**config.mk**
```make
export PLATFORM = sky130hd
export DESIGN_NAME = sar_adc_ctrl_flat
export DESIGN_NICKNAME = d
export VERILOG_FILES = /design/src/rtl/sar_adc_ctrl_if.sv /design/src/rtl/sar_adc_ctrl.sv /design/src/flat_wrapper.sv
export SDC_FILE = /design/constraint.sdc
export NUM_CORES = 1
export LEC_CHECK = 0
export ABC_CLOCK_PERIOD_IN_PS = 2680
export CORE_ASPECT_RATIO = 2
export CORE_MARGIN = 3
export CORE_UTILIZATION = 49
export DETAILED_ROUTE_END_ITERATION = 16
export PLACE_DENSITY = 0.8
export REMOVE_ABC_BUFFERS = 1
export SLEW_MARGIN = 10
export SYNTH_ARGS = -nofsm -noshare
export SYNTH_HDL_FRONTEND = slang
export SYNTH_SLANG_ARGS = --single-unit
```
**constraint.sdc**
```tcl
create_clock -name clock -period 2.68 [get_ports clock]
set_input_delay 0.804 -clock clock [delete_from_list [all_inputs] [get_ports clock]]
set_output_delay 0.804 -clock clock [all_outputs]
set_load 0.01 [all_outputs]
```
**src/rtl/sar_adc_ctrl_if.sv**
```systemverilog
// Start-of-conversion handshake, DAC trial code and comparator bundle
// between the SAR controller (slave) and its consumer/analog front end (master).
interface sar_adc_ctrl_if;
  logic       soc;
  logic       eoc;
  logic [7:0] x;
  logic [7:0] dac;
  logic       cmp;

  modport master (
    output soc,
    output cmp,
    input  eoc,
    input  x,
    input  dac
  );

  modport slave (
    input  soc,
    input  cmp,
    output eoc,
    output x,
    output dac
  );
endinterface

```
**src/rtl/sar_adc_ctrl.sv**
```systemverilog
// Successive-approximation converter controller: answers a soc/eoc handshake,
// resolves one bit per settle window (MSB first) through an external DAC and
// comparator, and publishes the 8-bit result on x when eoc rises.
module sar_adc_ctrl #(
  parameter int unsigned SETTLE = 2  // cycles each trial code is held; 1..16
) (
  input  logic           clock,
  input  logic           reset,
  sar_adc_ctrl_if.slave  bus
);

  typedef enum logic [1:0] {
    IDLE = 2'd0,
    CONV = 2'd1,
    FIN  = 2'd2
  } state_e;

  localparam logic [3:0] CNT_LOAD = 4'(SETTLE - 1);

  state_e     state_q, state_d;
  logic [2:0] k_q, k_d;
  logic [3:0] cnt_q, cnt_d;
  logic [7:0] trial_q, trial_d;
  logic [7:0] x_q, x_d;
  logic       eoc_q, eoc_d;

  // State register; reset aborts any conversion and re-arms idle immediately.
  always_ff @(posedge clock or posedge reset) begin
    if (reset) begin
      state_q <= IDLE;
      k_q     <= 3'd7;
      cnt_q   <= '0;
      trial_q <= '0;
      x_q     <= '0;
      eoc_q   <= 1'b1;
    end else begin
      state_q <= state_d;
      k_q     <= k_d;
      cnt_q   <= cnt_d;
      trial_q <= trial_d;
      x_q     <= x_d;
      eoc_q   <= eoc_d;
    end
  end

  // Next-state logic: settle countdown, bit judgement, and the soc/eoc handshake.
  always_comb begin
    state_d = state_q;
    k_d     = k_q;
    cnt_d   = cnt_q;
    trial_d = trial_q;
    x_d     = x_q;
    eoc_d   = eoc_q;

    case (state_q)
      IDLE: begin
        if (bus.soc) begin
          eoc_d   = 1'b0;
          trial_d = 8'h80;
          k_d     = 3'd7;
          cnt_d   = CNT_LOAD;
          state_d = CONV;
        end
      end

      CONV: begin
        if (cnt_q != '0) begin
          cnt_d = cnt_q - 4'd1;
        end else begin
          // Keep or clear the bit under trial, then tentatively set the next one.
          trial_d[k_q] = bus.cmp;
          if (k_q != '0) begin
            trial_d[k_q - 3'd1] = 1'b1;
            k_d                 = k_q - 3'd1;
            cnt_d               = CNT_LOAD;
          end else begin
            state_d = FIN;
          end
        end
      end

      FIN: begin
        // Completion waits for soc to drop so a held request cannot retrigger.
        if (!bus.soc) begin
          x_d     = trial_q;
          eoc_d   = 1'b1;
          state_d = IDLE;
        end
      end

      default: begin
        state_d = IDLE;
      end
    endcase
  end

  assign bus.eoc = eoc_q;
  assign bus.x   = x_q;
  assign bus.dac = trial_q;

endmodule

```
**src/flat_wrapper.sv**
```systemverilog
// flat-port wrapper written by rule: the top's interface ports become plain ports
module sar_adc_ctrl_flat 
#(
  parameter int unsigned SETTLE = 2                                          
)
  (clock, reset, bus_soc, bus_cmp, bus_eoc, bus_x, bus_dac);
  sar_adc_ctrl_if bus_i ();
  input  logic clock;
  input  logic reset;
  input wire logic [$bits(bus_i.soc)-1:0] bus_soc;
  input wire logic [$bits(bus_i.cmp)-1:0] bus_cmp;
  output wire logic [$bits(bus_i.eoc)-1:0] bus_eoc;
  output wire logic [$bits(bus_i.x)-1:0] bus_x;
  output wire logic [$bits(bus_i.dac)-1:0] bus_dac;
  assign bus_i.soc = bus_soc;
  assign bus_i.cmp = bus_cmp;
  assign bus_eoc = bus_i.eoc;
  assign bus_x = bus_i.x;
  assign bus_dac = bus_i.dac;
  sar_adc_ctrl #(.SETTLE(SETTLE)) u_core (.clock(clock), .reset(reset), .bus(bus_i));
endmodule
```
==> results.md <==
- Setup TNS Final: 0 ns
- Yosys reg bits: 26
- Max-slew violation count: 0
- Largest net degree at the start of global routing: 16
- DR WL/cell: 16.0 um
- Worst setup SP type: register
- Distinct cell type count of the synthesized netlist: a little over 40
- Synth warn: 0
- CTS resizes: 0
- Synth Flop Type: dfrtp_1
- Placed Cells incl. Taps: 173
- Dpl ws: roughly 0.43 ns
- First-pass GRT wire length: about 5.0 mm
- N_diodes: 0
- Hold crit path type: register to register
- Initial antenna violation count: 0
- Critical-path top delay cell: dfstp_2
- Max-cap violations: 0
- Crit end category: output port
- Sink Count: 26
- DRT Wirelength: around 2.8 mm
- Clk Latency, worst-skew pair: 0.28 ns
- Vias: roughly 1000
- Number of global-route vias before repair: around 1100
- Inserted Clock Buffers: 3
- Layout cell share with drive strength beyond 1: 0.215
- Die Span Y: between 80 and 90 um
- Synthesized area per cell: roughly 11 um2
- EDFF count, synth: 0
- Clk buf depth: 2
- Non-Filler Instances: between 150 and 200
- Min cycle time layout: ~2.2 ns
- Worst setup margin: 0.520 ns
- Post-DP HPWL: approximately 2.1 mm
- RePlAce Congestion: 0.824
- Standard-cell rows: 26
- FF-to-FF setup slack: 0.63 ns
- Area share of fa/ha/maj cells after synthesis: 0.0355
- Drt first-iter violations: 23
- Die area: approximately 3600 um2
- Die width: around 44 um
- Antenna Nets Post-Route: 0
- CTS tree: done
- PwrDens: 1030 nW/um2
- WS Path Type: register to output port
- Most frequent cells in the layout: dfrtp_1, clkdlybuf4s50_1, mux2_2, o21ai_0, inv_1
- Hold Vio Cnt, Final: 0
- Largest family of logic cells by synthesized area: simple AND/OR/NAND/NOR gates
- Clock Skew: between 0.003 and 0.004 ns
- IO Port Bufs: 20
- Gr ovfl total: 0
- Crit path max fanout: 3
- Arrival time worst endpoint: 1.36 ns
- Slew @ Worst Pin: around 0.57 ns
- Peak supply drop: between 600 and 700 uV
- Period utilization: 0.806
- CTS clk-pin slew, worst paths: approximately 0.09 ns
- Drc violations: 0
- Outcome: finished, final reports clean
- WP data required: between 1.5 and 2 ns
- Worst path cell trace: clkdlybuf4s50_1
- Nets: roughly 160
- Core area: approximately 2600 um2
- Most common cell after layout, fill and taps aside: dfrtp_1
- XOR/XNOR share of the synthesized area: 0.00621
- GRT Total Usage: 0.188
- Post-Syn Area: roughly 1400 um2
- WP buf/inv: 1
- Multiplexer area fraction after synthesis: 0.106
- Post-Synth Simple-Gate Area: 0.180
- Hold_buf cts: 0
- Root Buffer: clkbuf_8
- Synth Area in Compound Gates: 0.173
- Detailed Routing Iterations Pass 1: 4
- CP delay by family, top: flip-flops
- Top Ports: 21
- Area growth from synthesis to layout: 21.0%
- P_leak: 0.000763 uW
- Register area share after synthesis: 0.465
- # setup viols final: 0
- Post-CTS setup buffers: 0
- Slew headroom: 0.618
- Fmax: 463 MHz
- CTS H-tree depth: 1
- Synth async-reset ratio: 1.00
- Vias/cell: 5.92
- CP peak stage delay: roughly 0.55 ns
- Initial core utilization: 0.535
- RSZ-0062 raised after global routing: false
- Synthesized instance count: 128
[state kept, by name (all words and copies together), names as in the netlist]
name            flops
u_core.k_q          3
u_core.state_q      2
u_core.cnt_q        4
u_core.bus.dac      8
u_core.bus.eoc      1
u_core.bus.x        8
[through the flow]
stage                      util  hold WS (ns)  instance area, um2  power (uW)
final                     0.648         0.497                1710        1750
after global routing      0.648         0.545                1710        1890
after CTS                 0.648         0.499                1710        1770
after detailed placement  0.621         0.484                1640        1430
after global placement    0.621         0.489                1640        1410
after floorplan               -         0.489                1390        1190
[power breakdown]
group	switching (uW)	internal [uW]	leakage, uW
combinational	371	390	0.000399
clock	127	200	0.0000357
sequential	145	518	0.000329
[worst paths after layout]
kind / cells past startpoint / startpoint / endpoint
worst min register to register: 2 / u_core.bus.eoc / u_core.bus.eoc
max in group asynchronous: 3 / reset / u_core.bus.dac[5]
min in group asynchronous: 2 / reset / u_core.state_q[1]
worst min-delay path: 2 / u_core.bus.eoc / u_core.bus.eoc
worst max-delay path: 1 / u_core.bus.eoc / bus_eoc
worst max register to register: 6 / u_core.k_q[0] / u_core.k_q[1]
[cell usage after synthesis, types with 2 or more instances]
| cell | instances | area [um2] |
|---|---|---|
| mux2i_1 | 6 | 60.1 |
| nand2_1 | 6 | 22.5 |
| buf_2 | 2 | 10.0 |
| nand2b_1 | 2 | 12.5 |
| mux2_2 | 8 | 90.1 |
| inv_1 | 7 | 26.3 |
| clkbuf_1 | 2 | 7.51 |
| a31oi_1 | 2 | 12.5 |
| and3b_1 | 2 | 17.5 |
| ha_1 | 4 | 50.1 |
| dfstp_2 | 4 | 105 |
| nor3b_1 | 6 | 45.0 |
| o21ai_1 | 3 | 15.0 |
| nor2_1 | 5 | 18.8 |
| a21oi_1 | 4 | 20.0 |
| a22o_2 | 5 | 50.1 |
| o21ai_0 | 8 | 40.0 |
| nor3_1 | 5 | 25.0 |
| nand3b_1 | 2 | 15.0 |
| dfrtp_1 | 22 | 551 |
| nand3_1 | 3 | 15.0 |
[layer usage]
| metal | track usage | vias to the layer above | part of all wire |
|---|---|---|---|
| li1 | - | 506 | - |
| met1 | 0.199 | 512 | 0.37 |
| met2 | 0.339 | 20 | 0.56 |
| met3 | 0.0197 | 9 | 0.028 |
| met4 | 0.115 | 0 | 0.040 |
| met5 | 0 | - | 0 |
[final cells by class]
| type | count | area (um2) |
|---|---|---|
| fill | 201 | 928 |
| multi-input combinational | 90 | 707 |
| sequential | 26 | 656 |
| timing repair buffer | 21 | 208 |
| clock buffer | 3 | 41.3 |
| tap | 28 | 35.0 |
| clock inverter | 1 | 30.0 |
| inverter | 8 | 30.0 |
[cells by family (layout without fill, tap and decap cells)]
logic type,Yosys count,in the layout
simple gates,39,39
compound gates,32,32
flops,26,26
mux,14,14
buf+inv,12,33
fa+ha+maj,4,4
xor+xnor,1,1
No activity file was read; power rests on OpenSTA's default activity.
